File: config.mk
export PLATFORM = sky130hd
export DESIGN_NAME = dct_block_scheduler
export DESIGN_NICKNAME = d
export VERILOG_FILES = /design/src/rtl/dct_sched_pkg.sv /design/src/rtl/rr_arb2.sv /design/src/rtl/dct_block_scheduler.sv
export SDC_FILE = /design/constraint.sdc
export NUM_CORES = 1
export LEC_CHECK = 0
export ABC_AREA = 1
export BUFFER_PORTS_ARGS = -buffer_cell sky130_fd_sc_hd__buf_2
export CELL_PAD_IN_SITES_DETAIL_PLACEMENT = 1
export CELL_PAD_IN_SITES_GLOBAL_PLACEMENT = 1
export CORE_ASPECT_RATIO = 1.4
export CORE_MARGIN = 5
export CORE_UTILIZATION = 41
export DETAILED_ROUTE_END_ITERATION = 8
export PLACE_DENSITY_LB_ADDON = 0.1
export SLEW_MARGIN = 40
export SYNTH_ARGS = -nofsm -noshare
export SYNTH_HDL_FRONTEND = slang
export SYNTH_HIERARCHICAL = 1
export SYNTH_SLANG_ARGS = --single-unit
File: constraint.sdc
create_clock -name clk -period 2.85 [get_ports clk]
set_input_delay 0.4275 -clock clk [delete_from_list [all_inputs] [get_ports clk]]
set_output_delay 0.4275 -clock clk [all_outputs]
set_load 0.005 [all_outputs]
File: src/rtl/dct_sched_pkg.sv
// Shared types and constants for the DCT block scheduler.
//   state_t : scheduler FSM states
//   res_t   : registered result bundle (strobe, source tag, coefficient)
package dct_sched_pkg;

    localparam int BLK_LEN = 16;
    localparam int SAMP_W  = 8;
    localparam int COEF_W  = 10;
    localparam int CNT_W   = $clog2(BLK_LEN);

    typedef enum logic [1:0] {
        IDLE  = 2'd0,
        FEED  = 2'd1,
        WAIT  = 2'd2,
        DRAIN = 2'd3
    } state_t;

    typedef struct packed {
        logic              valid;
        logic              id;
        logic [COEF_W-1:0] data;
    } res_t;

endpackage

File: src/rtl/rr_arb2.sv
// Two-requester round-robin arbiter (combinational).
//   req[1:0] : request lines
//   last     : id granted most recently
//   en       : arbitration enabled (scheduler idle)
//   winner   : chosen id; the requester other than 'last' wins a tie
//   any      : en and at least one request pending
module rr_arb2 (
    input  logic [1:0] req,
    input  logic       last,
    input  logic       en,
    output logic       winner,
    output logic       any
);

    assign any    = en & (|req);
    // With a single requester req[1] alone names it; on a tie rotate away from last.
    assign winner = (req == 2'b11) ? ~last : req[1];

endmodule

File: src/rtl/dct_block_scheduler.sv
// Shares one 4x4 DCT engine between two block sources.
//   clk, rst_n            : clock, async active-low reset
//   src_req[1:0]          : source i has a full block ready
//   src_gnt[1:0]          : one-hot grant, 16 cycles per block
//   src0_data, src1_data  : signed samples from each source
//   core_in_valid/data    : sample stream to the engine (1-cycle latency)
//   core_out_valid/data   : coefficient burst from the engine
//   res_valid/data/id     : tagged coefficients (1-cycle latency)
//   err                   : one-cycle abort pulse (timeout or broken burst)
//   busy                  : scheduler not in IDLE
module dct_block_scheduler
    import dct_sched_pkg::*;
#(
    parameter int TIMEOUT = 64
) (
    input  logic              clk,
    input  logic              rst_n,
    input  logic [1:0]        src_req,
    output logic [1:0]        src_gnt,
    input  logic [SAMP_W-1:0] src0_data,
    input  logic [SAMP_W-1:0] src1_data,
    output logic              core_in_valid,
    output logic [SAMP_W-1:0] core_in_data,
    input  logic              core_out_valid,
    input  logic [COEF_W-1:0] core_out_data,
    output logic              res_valid,
    output logic [COEF_W-1:0] res_data,
    output logic              res_id,
    output logic              err,
    output logic              busy
);

    localparam int TO_W = $clog2(TIMEOUT);

    state_t            state;
    logic [CNT_W-1:0]  cnt;      // samples fed in FEED, coefficients taken in DRAIN
    logic [TO_W-1:0]   tcnt;
    logic              last;
    logic              win_id;
    logic              arb_win;
    logic              arb_any;
    logic [SAMP_W-1:0] samp;
    res_t              res_r;

    rr_arb2 u_arb (
        .req    (src_req),
        .last   (last),
        .en     (state == IDLE),
        .winner (arb_win),
        .any    (arb_any)
    );

    assign samp      = win_id ? src1_data : src0_data;
    assign res_valid = res_r.valid;
    assign res_id    = res_r.id;
    assign res_data  = res_r.data;

    always_ff @(posedge clk or negedge rst_n) begin
        if (!rst_n) begin
            state         <= IDLE;
            cnt           <= '0;
            tcnt          <= '0;
            last          <= 1'b1;
            win_id        <= 1'b0;
            src_gnt       <= 2'b00;
            core_in_valid <= 1'b0;
            core_in_data  <= '0;
            res_r         <= '0;
            err           <= 1'b0;
            busy          <= 1'b0;
        end else begin
            // Strobes are single-cycle unless a state re-asserts them.
            core_in_valid <= 1'b0;
            res_r.valid   <= 1'b0;
            err           <= 1'b0;
            case (state)
                IDLE: begin
                    if (arb_any) begin
                        state   <= FEED;
                        win_id  <= arb_win;
                        src_gnt <= arb_win ? 2'b10 : 2'b01;
                        cnt     <= '0;
                        busy    <= 1'b1;
                    end
                end
                FEED: begin
                    // Requests are not looked at here: the granted source owes the full block.
                    core_in_valid <= 1'b1;
                    core_in_data  <= samp;
                    if (cnt == CNT_W'(BLK_LEN - 1)) begin
                        state   <= WAIT;
                        src_gnt <= 2'b00;
                        tcnt    <= '0;
                    end else begin
                        cnt <= cnt + 1'b1;
                    end
                end
                WAIT: begin
                    if (core_out_valid) begin
                        state <= DRAIN;
                        res_r <= '{valid: 1'b1, id: win_id, data: core_out_data};
                        cnt   <= CNT_W'(1);
                    end else if (tcnt == TO_W'(TIMEOUT - 1)) begin
                        state    <= IDLE;
                        err      <= 1'b1;
                        res_r.id <= win_id;
                        last     <= win_id;
                        busy     <= 1'b0;
                    end else begin
                        tcnt <= tcnt + 1'b1;
                    end
                end
                DRAIN: begin
                    if (core_out_valid) begin
                        res_r <= '{valid: 1'b1, id: win_id, data: core_out_data};
                        if (cnt == CNT_W'(BLK_LEN - 1)) begin
                            state <= IDLE;
                            last  <= win_id;
                            busy  <= 1'b0;
                        end else begin
                            cnt <= cnt + 1'b1;
                        end
                    end else begin
                        // Burst ended early: drop the rest of the block.
                        state    <= IDLE;
                        err      <= 1'b1;
                        res_r.id <= win_id;
                        last     <= win_id;
                        busy     <= 1'b0;
                    end
                end
                default: state <= IDLE;
            endcase
        end
    end

endmodule

* Word-level counts from Yosys, hierarchy flattened
Index checks and enable logic that the tools add are counted.
Storage, ports and cells: logic and storage cells 87, register bits after elaboration 39, ROM bits 0, memories 0, bits in writable memories 0, input port bits 31, latch bits 0, output and inout port bits 25
Cells by class: magnitude comparators 0, shifts and indexed selects 0, equality and inequality tests 15, divide/modulo/power cells 0, reduce and logical (&&, ||, !) cells 14, bitwise logic cells 2, multiply operators 0, $add $sub $neg 2, multiplexer cells 41
Operators by type and width (count):
- 12-bit case mux with 2 select lines | 1
- 6-bit 2-to-1 mux | 3
- 1-bit 2-to-1 mux | 16
- 2-bit 2-to-1 mux | 8
- 4-bit 2-to-1 mux | 4
- 4-bit case mux with 4 select lines | 1
- 2-bit != test, second input constant | 7
- 6-bit case mux with 2 select lines | 1
- 4-bit AND reduction | 3
- 10-bit 2-to-1 mux | 1
- 8-bit 2-to-1 mux | 1
- 2-bit case mux with 4 select lines | 1
- 6-bit by 1-bit adder with 6-bit output, second input constant | 1
- 2-bit equality test, second input constant | 3
- 6-bit equality test, second input constant | 1
- 3-bit != test, second input constant | 2
- 3-bit AND reduction | 2
- 2-bit nonzero test | 3
- 5-bit AND reduction | 1
- 4-bit by 1-bit adder with 4-bit output, second input constant | 1
- 4-bit equality test, second input constant | 1
- 1-bit case mux with 2 select lines | 2
- 2-bit case mux with 2 select lines | 1
- 2-bit AND reduction | 2
- 7 further kinds | 7

* Longest topological paths before layout
Gate-level depths: netlist of run 1.
word-level depth 5, depth in mapped cells 11, gate-level depth less buffers 11

* Cells and area by module
The synthesis of run 1 kept the hierarchy.
Modules (own cells, without submodules):
- dct_block_scheduler | seq. area each 977.2 µm², area each 1986.9 µm², cells an instance 226, instances 1
- rr_arb2 | seq. area each 0.0 µm², area each 23.8 µm², cells an instance 5, instances 1

* Worst setup path before layout of run 1
OpenSTA, ideal clock, no wires.
kind register to register, from register state[0], to register state[0], cell stages (with the launch flop) 12, arrival time 1.464 ns, setup slack 1.269 ns, path buffers 0, library setup time 0.117 ns, data required time 2.733 ns, clock period less this slack 1.581 ns, path through dfrtp_1 inv_1 ha_1 inv_1 nor2_1 nor2_1 inv_1 nand2_1 nor2_1 nand2_1 nand2_1 nand2_1
On the way: longest elaborated chain between the ends 4, elaborated cells on any way between the ends 11, those cells by class eq/ne: 7; mux: 1; bitwise: 1; reduce/logical: 2
Ends and longest elaborated chain:
- from (decl) | line dct_block_scheduler.sv:35 | state_t state;
- from (signal assigned) | line dct_block_scheduler.sv:60 | state <= IDLE;
- from (signal assigned) | line dct_block_scheduler.sv:79 | state <= FEED;
- from (signal assigned) | line dct_block_scheduler.sv:91 | state <= WAIT;
- 2-bit logical NOT | line dct_block_scheduler.sv:48 | .en (state == IDLE),
- 1-bit bitwise AND | line rr_arb2.sv:15 | assign any = en & (|req);
- via arb_any | line dct_block_scheduler.sv:41 | logic arb_any;
- 2-bit != test (no line)
- 4-bit AND reduction (no line)
The timed path passes the listed nets, and every way through them passes these cells. A chain may end at the register's enable or synchronous reset.

* Worst setup path after layout of run 1
from register state[0], to register state[1]
Same word-level chain as after synthesis.

==> results.md, run 1 <==
- Place WS: 0.998 ns
- Die height: roughly 93 um
- Max Clk Rate: 0.538 GHz
- Vias in the first global route: 1724
- Total number of vias: 1703
- Initial antenna violation count: 0
- Max Slew Vio Count: 0
- Crit path launch type: register
- Final nets: 327
- Distinct cells, synth: 28
- Final Cycle Share: around two thirds
- Hold_buf cts: 0
- # port buffers: 55
- Vias per cell: 4.80
- ANT nets after route: 0
- Slew headroom: 67.3%
- Die area: between 6000 and 7000 um2
- Initial Utilization: 41.8%
- CTS Root Cell: clkbuf_8
- GPL Wtd Cong: 0.761
- Largest net degree at the start of global routing: 40
- Number of synthesized flops with an enable pin: 0
- Most used flip-flop cell after synthesis: dfrtp_1
- DRC viols: 0
- WL/cell: 13.9 um
- Top-level I/O count: 56
- Total power: 0.00256 W
- Min Tclk post-route: 1.86 ns
- Wire length of the first global-routing pass: 8230 um
- Mapped Area: 2010 um2
- Post-CTS sizing: 0
- Fin worst setup slack: 0.990 ns
- Kind of critical path: register to register
- Required time worst endpoint: slightly above 3 ns
- Seq/Total Area, Yosys: between 40% and 50%
- Placed insts: 347
- Slew at the pin with the worst max-slew slack: 0.491 ns
- Static leakage: about 1.3 nW
- Number of setup buffers added after CTS: 0
- Yosys reg bits: 39
- Data arrival time of the worst path: 2.04 ns
- Synth warn: 6
- PwrDens: 1040 nW/um2
- Setup TNS: 0 ns
- Die X: 69.2 um
- Async SR Flop Fraction: 100%
- Post-DP HPWL: 3800 um
- Final wirelength: a little under 5000 um
- Synth Net Count: 268
- Drt first pass iters: 4
- Share of cells above drive strength 1: 30.6%
- CTS tree: done
- Status: completed
- Max Cap Violations: 0
- GR Overflow Total: 0
- Post-Syn Instances: 231
- Clock buffer depth: 2
- Rows: 30
- Unrepaired setup endpoints after global routing: no
- Layout Cells excl Fill: 355
- Max FO, Critical Path: 6
- Clk Latency, worst-skew pair: 0.29 ns
- Worst-path clk slew: 0.08 ns
- Peak supply drop: approximately 0.39 mV
- H-Tree Depth: 2
- Fin. Hold Viols: 0
- CP endpoint kind: register
- Core area: roughly 4800 um2
- Total GRT Usage: ~16%
- Final Hold Slack: 0.0967 ns
- Area grow syn2layout: 22.4%
- Post-Route Skew: around 0.011 ns
- CTS Buf Count: 5
- Final setup vio count: 0
- Mapped Avg Cell Area: 8.70 um2
- DR iter-0 viols: 47
- Min-Delay Path Class: input pin to asynchronous set/reset pin
- Ant. Diodes: 0
- Clk sinks: 39
[cell type report]
cell class | count | area (um2)
multi-input combinational | 168 | 935
fill | 633 | 2340
timing repair buffer | 55 | 278
clock buffer | 5 | 68.8
sequential | 39 | 977
tap | 64 | 80.1
clock inverter | 3 | 43.8
inverter | 21 | 78.8
[logic make-up after synthesis]
group | synth area share [%]
simple gates | 26.9
buf+inv | 4.92
xor+xnor | 1.31
fa+ha+maj | 3.73
mux | 5.60
flops | 48.6
compound gates | 8.96
[stage by stage]
| step | cell area (um2) | utilization (%) |
|---|---|---|
| 2_1_floorplan | 2010 | - |
| 6_report | 2460 | 51.2 |
| 5_1_grt | 2460 | 51.2 |
| 3_3_place_gp | 2350 | 48.8 |
| 3_5_place_dp | 2350 | 48.9 |
| 4_1_cts | 2460 | 51.2 |
[final timing paths]
path                                       start               to  slack, ns  cells after the start
max in group asynchronous                  rst_n             last       2.39                      1
worst min register to register              last             last       0.47                      2
worst min-delay path                       rst_n  core_in_data[5]        0.1                      1
worst max-delay path                    state[0]         state[1]       0.99                     11
min in group clk                core_out_data[0]      res_data[0]       0.36                      2
worst max register to register          state[0]         state[1]       0.99                     11
[cells in the final DEF, fill, tap and decap left out, drive strengths merged, types with 3 or more instances in the layout]
cell type / Yosys / routed
buf: 2 / 55
nand3: 10 / 10
a21oi: 5 / 5
xnor2: 3 / 3
o21ai: 23 / 23
dfrtp: 38 / 38
nor2: 29 / 29
clkinv: 1 / 3
mux2: 10 / 10
nand2: 77 / 77
clkbuf: 1 / 5
inv: 20 / 20
ha: 6 / 6
[power breakdown]
part	switching (W)	internal (W)
Combinational	0.000679	0.000477
Clock	0.000203	0.000261
Sequential	0.000154	0.000790
Total	0.00104	0.00153
[layer usage]
metal  global-route usage [%]  wire length [um]  share of wire, %  up-vias
met4                     5.37                91               1.9        0
met2                     30.1              2600                53       41
met1                     16.9              1990                41      797
li1                         -                 -                 -      854
met3                     4.23               229               4.7       11
met5                        0                 0                 0        -
[critical path, stage by stage, from the launching register on]
cell and delay (ns):
dfrtp_1 0.43, inv_1 0.14, ha_1 0.28, inv_1 0.06
nor2_1 0.18, nor2_1 0.07, inv_1 0.12, nand2_1 0.07
nor2_1 0.18, nand2_1 0.11, nand2_1 0.06, nand2_1 0.05
[synth_stat cells (all sizes together) (2+ instances only)]
master  instances  share of area, %
nand3          10               3.4
buf             2              0.81
ha              6               3.7
o21ai          23               5.7
inv            20               3.7
mux2           10               5.6
nand2          77                15
a21oi           5               1.6
xnor2           3               1.3
nor2           29               7.3
dfrtp          38                47
[flip-flops by register name (all words and copies together) (netlist names)]
name / flops
busy: 1
cnt: 4
core_in_data: 8
core_in_valid: 1
err: 1
last: 1
res_data: 10
res_id: 1
res_valid: 1
src_gnt: 2
state: 2
tcnt: 6
win_id: 1
(Power assumes the default switching activity.)
==> run 2, diff against run 1 <==
- ABC_AREA: 1 -> 0
- CORE_UTILIZATION: 41 -> 35
- clock period: 2.85 -> 1.7 ns (I/O delays scaled with it)
==> results.md, run 2 <==
- Mapped Avg Cell Area: 9.75 um2 (+12%)
- Final Cycle Share: 94.3% (+29 points)
- Async SR Flop Fraction: 100% (unchanged)
- # port buffers: 55 (unchanged)
- CTS tree: done
- ANT nets after route: 0 (unchanged)
- Status: completed
- Largest net degree at the start of global routing: 40 (unchanged)
- Core area: 5490 um2 (+14%)
- Number of synthesized flops with an enable pin: 0 (unchanged)
- Die area: 7220 um2 (+12%)
- Clock buffer depth: 2 (unchanged)
- Die height: 98.5 um (+6.1%)
- Worst reg2reg path depth: 6 (-5)
- Drt first pass iters: 5 (+1)
- GPL Wtd Cong: 0.728 (-4.3%)
- PwrDens: 1820 nW/um2 (+75%)
- Wire length of the first global-routing pass: 8820 um (+7.1%)
- Max Slew Vio Count: 0 (unchanged)
- GR Overflow Total: 0 (unchanged)
- Post-Route Skew: 0.00496 ns (-0.00628 ns)
- Ant. Diodes: 0 (unchanged)
- Distinct cells, synth: 47 (+68%)
- Fin. Hold Viols: 0 (unchanged)
- Clk sinks: 39 (unchanged)
- Fill cells: 658 (+3.9%)
- Sequential share of power: 32.7% (-4.1 points)
- Hold_buf cts: 0 (unchanged)
- Most frequent cell after synthesis: nand2_1
- Required time worst endpoint: 1.88 ns (-1.15 ns)
- Seq/Total Area, Yosys: 49.9% (+1.3 points)
- Commonest cells after routing, fill and taps aside: 55 x buf_2, 44 x nand2_1, 38 x dfrtp_1
- Clk Latency, worst-skew pair: 0.29 ns (about the same)
- Initial Utilization: 35.7% (-6.1 points)
- Clock power frac: 15.9% (-2.2 points)
- Share of cells above drive strength 1: 39.9% (+9.3 points)
- Total power: 0.00487 W (+90%)
- Unrepaired setup endpoints after global routing: yes
- Synth top area cells: dfrtp_1 49%, nand2_1 8.4%, a21oi_1 4.3%, mux2i_1 4.1%, ha_1 3.8%
- Min-Delay Path Class: input pin to asynchronous set/reset pin
- Rows: 32 (+6.7%)
- Peak supply drop: 0.705 mV (+79%)
- Post-Layout Inst Area: 2670 um2 (+8.5%)
- H-Tree Depth: 2 (unchanged)
- Net Switching: 0.00187 W (+80%)
- Max FO, Critical Path: 5 (-1)
- Multi-input gate area: 998 um2 (+6.8%)
- CP endpoint kind: register
- Die X: 73.2 um (+5.9%)
- Synth Net Count: 238 (-11%)
- Total number of vias: 1758 (+3.2%)
- Slew at the pin with the worst max-slew slack: 0.586 ns (+0.0950 ns)
- DP Area: 2470 um2 (+5.2%)
- Most common cell after layout, fill and taps aside: buf_2
- Worst-path clk slew: 0.08 ns (about the same)
- Static leakage: 1.29 nW (+1.6%)
- Initial antenna violation count: 0 (unchanged)
- Max reg flops: 10 (unchanged)
- DRC viols: 0 (unchanged)
- Pint: 0.00300 W (+96%)
- Max Cap Violations: 0 (unchanged)
- Vias per cell: 5.01 (+4.4%)
- Mapped Area: 1960 um2 (-2.6%)
- Gate power share: 51.4% (+6.3 points)
- Area grow syn2layout: 36.3%
- CTS Buf Count: 5 (unchanged)
- FF/Latch Area: 977 um2 (unchanged)
- Final Hold Slack: 0.00581 ns (-0.0908 ns)
- Data arrival time of the worst path: 1.79 ns (-0.25 ns)
- Most used flip-flop cell after synthesis: dfrtp_1
- Slew headroom: 60.9% (-6.3 points)
- Total GRT Usage: 15.5% (-0.44 points)
- Post-DP HPWL: 4120 um (+8.3%)
- Yosys reg bits: 39 (unchanged)
- Post-synth top area share: 48.5% (+1.2 points)
- Synth warn: 6 (unchanged)
- Post-synth top cells: 44 x nand2_1, 38 x dfrtp_1, 17 x a21oi_1, 14 x nor2_1, 10 x o21ai_0
- CTS Root Cell: clkbuf_8
- Vias in the first global route: 1895 (+9.9%)
- Max Clk Rate: 0.624 GHz (+16%)
- WL/cell: 15.2 um (+10%)
- Cell taking the most area after synthesis: dfrtp_1
- Top-level I/O count: 56 (unchanged)
- Final nets: 319 (-2.4%)
- DR iter-0 viols: 50 (+6.4%)
- Final wirelength: 5350 um (+8.7%)
- Final setup vio count: 0 (unchanged)
- Final core utilization: 48.7% (-2.5 points)
- Post-Syn Instances: 201 (-13%)
- Switch share: 38.4% (-2.0 points)
- Kind of critical path: register to register
- Crit path launch type: register
- Min Tclk post-route: 1.60 ns (-0.256 ns)
==> run 2: cell types whose count changed after synthesis, moves of 4 or more <==
cell	before	now
nor2_1	25	14
o2bb2ai_1	0	4
o21ai_0	23	10
buf_2	1	5
mux2_2	10	0
mux2i_1	0	8
a41oi_1	0	4
inv_1	19	4
nand2_1	72	44
a21oi_1	3	17
==> run 2: area by class of cell <==
| class | count | share of cell area, % |
|---|---|---|
| well taps | 68 | 3.19 |
| multi-input cells | 149 | 37.4 |
| clock buffers | 5 | 2.58 |
| clock inverters | 3 | 1.64 |
| flip-flops and latches | 39 | 36.6 |
| inverters | 5 | 0.703 |
| repair buffers | 82 | 17.9 |
==> run 2: power groups by stage <==
| stage | registers, W | logic, W | clock network, W |
|---|---|---|---|
| after floorplan | 0.00158 | 0.00130 | 0 |
| after global placement | 0.00160 | 0.00231 | 0 |
| after detailed placement | 0.00161 | 0.00236 | 0 |
| after CTS | 0.00160 | 0.00238 | 0.000806 |
| after global routing | 0.00166 | 0.00278 | 0.000829 |
| final | 0.00159 | 0.00250 | 0.000776 |
==> run 2: worst paths after layout <==
kind                                   from     endpoint  slack [ns]
setup / recovery                   state[0]       res_id         0.1
hold / removal                        rst_n   src_gnt[1]       0.006
setup reg to reg                   state[0]       res_id         0.1
hold reg to reg                 res_data[0]  res_data[0]        0.47
max in group asynchronous             rst_n         last        1.33
min in group clk           core_out_data[5]  res_data[5]        0.15
==> run 2: kinds of logic (layout without fill, tap and decap cells) <==
kind of cell / count (synthesis) / in the layout / synth area share, %
and+or+nand+nor: 82 / 82 / 19.2
AOI/OAI and AO/OA: 52 / 52 / 19.1
DFF: 39 / 39 / 49.9
buffers and inverters: 13 / 95 / 3.19
muxes: 9 / 9 / 4.85
adders and majority gates: 6 / 6 / 3.83
==> run 2: worst max-delay path: stages, from the launching register on <==
cell	delay (ns)
dfrtp_1	0.41
inv_2	0.10
ha_4	0.16
nor2b_4	0.20
a21boi_4	0.27
nor2_2	0.06
mux2_4	0.29
==> run 2: per-stage QoR <==
| step | TNS [ns] | setup WS (ns) | instances |
|---|---|---|---|
| detailed placement | 0 | 0.00483 | 342 |
| floorplan | 0 | 0.112 | 201 |
| global placement | 0 | 0.00611 | 342 |
| finish | 0 | 0.0965 | 351 |
| global route | -0.0484 | -0.0247 | 351 |
| CTS | 0 | 0.00865 | 350 |
==> run 2: timing repair <==
| action | in CTS | in global routing |
|---|---|---|
| pin swaps | 0 | 1 |
| setup buffers | 0 | 1 |
| gates resized for setup | 2 | 14 |
| endpoints found under the setup margin | 2 | 13 |
| hold endpoints to repair | 0 | 0 |
==> run 2: per-layer routing <==
metal	wire, um	share of wire [%]	GRT usage, %	vias up
met3	216	4.0	3.16	6
met2	2940	55	28.5	35
met1	2120	40	17.6	851
met5	0	0	0	-
li1	-	-	-	866
met4	69	1.3	4.26	0
==> run 3, diff against run 2 <==
- CORE_ASPECT_RATIO: 1.4 -> 2
==> results.md, run 3 (same netlist as run 2, synthesis figures left out) <==
- Met3 usage: 4.17% (+1.0 points)
- Max Clk Rate: 0.617 GHz (-1.1%)
- Fin worst setup slack: 0.0795 ns (-0.0171 ns)
- GPL Wtd Cong: 0.770 (+5.8%)
- Final wirelength: 5420 um (+1.4%)
- DRC viols: 0 (unchanged)
- Global routing's busiest layer: met2
- Data arrival time of the worst path: 1.80 ns (about the same)
- Total number of vias: 1816 (+3.3%)
- Kind of critical path: register to register
- Final Cycle Share: 95.3% (+1.0 points)
- Setup TNS: 0 ns (unchanged)
- Max FO, Critical Path: 5 (unchanged)
- PwrDens: 1780 nW/um2 (-2.1%)
- GR Overflow Total: 0 (unchanged)
- Drt first pass iters: 2 (-3)
- Core area: 5420 um2 (-1.2%)
- Post-Route Skew: 0.00814 ns (+0.00319 ns)
- Final setup vio count: 0 (unchanged)
- Min-Delay Path Class: input pin to register
- Fin. Hold Viols: 0 (unchanged)
- Peak supply drop: 1.02 mV (+44%)
- ANT nets after route: 0 (unchanged)
- DR iter-0 viols: 26 (-48%)
- M2 GR Usage: 31.0% (+2.5 points)
- Final nets: 320 (+0.31%)
- H-Tree Depth: 2 (unchanged)
- R2r setup slk: 0.08 ns (-0.02 ns)
- Required time worst endpoint: 1.88 ns (about the same)
- Vias per cell: 5.28 (+5.4%)
- Share of cells above drive strength 1: 40.5% (+0.56 points)
- CTS tree: done
- CTS Buf Count: 5 (unchanged)
- CTS Root Cell: clkbuf_8
- Post-DP HPWL: 4260 um (+3.4%)
- Commonest cells after routing, fill and taps aside: 55 x buf_2, 44 x nand2_1, 37 x dfrtp_1
- Slew at the pin with the worst max-slew slack: 0.548 ns (-0.0382 ns)
- FF/Latch Area: 978 um2 (+0.13%)
- Die height: 116 um (+18%)
- Die area: 7290 um2 (+0.96%)
- Clock buffer depth: 2 (unchanged)
- Met1 Use GR: 15.3% (-2.3 points)
- Fill cells: 662 (+0.61%)
- Status: completed
- Most common cell after layout, fill and taps aside: buf_2
- Place WS: -0.0459 ns (-0.0507 ns)
- Clk sinks: 39 (unchanged)
- Rows: 38 (+19%)
- Initial antenna violation count: 0 (unchanged)
- Area grow syn2layout: 37.6%
- Vias in the first global route: 1865 (-1.6%)
- Min Tclk post-route: 1.62 ns (+0.0171 ns)
- Total GRT Usage: 15.9% (+0.38 points)
- WL/cell: 15.8 um (+3.5%)
- Crit path launch type: register
- Max Slew Vio Count: 0 (unchanged)
- Static leakage: 1.30 nW (+0.36%)
- Max Cap Violations: 0 (unchanged)
- Max reg flops: 10 (unchanged)
- Wire length of the first global-routing pass: 9200 um (+4.3%)
- Worst-path clk slew: 0.07 ns (about the same)
- Slew headroom: 63.5% (+2.5 points)
- Initial Utilization: 36.1% (+0.43 points)
- Multi-input gate area: 1020 um2 (+1.8%)
- Largest net degree at the start of global routing: 40 (unchanged)
- Top-level I/O count: 56 (unchanged)
- CP endpoint kind: register
- Ant. Diodes: 0 (unchanged)
- # port buffers: 55 (unchanged)
- Die X: 62.9 um (-14%)
- Clk Latency, worst-skew pair: 0.29 ns (about the same)
- Unrepaired setup endpoints after global routing: yes
-- run 3: worst max-delay path, stage by stage, from the launching register on --
cell and delay [ns]:
dfrtp_2 0.47, ha_4 0.20, buf_4 0.14, o21ai_2 0.16, inv_2 0.06, nand2_1 0.08, nand4_1 0.13, a22o_1 0.26
-- run 3: power by group --
| part | internal (W) | switching [W] | total, W | leakage [nW] |
|---|---|---|---|---|
| clock network | 0.000327 | 0.000314 | 0.000641 | 0.0482 |
| logic | 0.00127 | 0.00131 | 0.00257 | 0.767 |
| registers | 0.00132 | 0.000273 | 0.00160 | 0.483 |
-- run 3: final cells by class --
cell class | count | area share (%)
Timing Repair Buffer | 83 | 19.2
Sequential cell | 39 | 36.3
Clock inverter | 1 | 0.186
Multi-Input combinational cell | 149 | 37.7
Inverter | 5 | 0.696
Tap cell | 60 | 2.78
Clock buffer | 7 | 3.20
-- run 3: repair_timing --
action / CTS / global route
pin swaps: 0 / 0
resized for setup: 7 / 14
endpoints found under the hold margin: 38 / 0
setup buffers: 0 / 1
hold buffers: 1 / 0
endpoints found under the setup margin: 7 / 13
-- run 3: path summary, 6_finish.rpt --
check / cells after the start / endpoint / start
min in group asynchronous: 3 / core_in_data[1] / rst_n
hold / removal: 3 / res_data[9] / core_out_data[9]
max in group asynchronous: 3 / last / rst_n
hold reg to reg: 2 / res_data[7] / res_data[7]
setup / recovery: 7 / state[1] / state[1]
setup reg to reg: 7 / state[1] / state[1]
-- run 3: metal layers --
| layer | vias up | share of wire (%) | routed length (um) |
|---|---|---|---|
| met2 | 44 | 58 | 3170 |
| met1 | 895 | 35 | 1880 |
| met3 | 6 | 5.3 | 285 |
| met4 | 0 | 1.7 | 91 |
| met5 | - | 0 | 0 |
| li1 | 871 | - | - |
-- run 3: stage by stage --
stage	cells	total power (W)	hold WS (ns)	area (um2)	util (%)
after floorplan	201	0.00287	-0.0406	1960	-
after global placement	334	0.00388	0.240	2470	45.6
after detailed placement	334	0.00397	0.241	2470	45.6
after CTS	343	0.00470	0.133	2600	48.0
after global routing	344	0.00527	0.141	2700	49.7
final	344	0.00481	0.149	2700	49.7
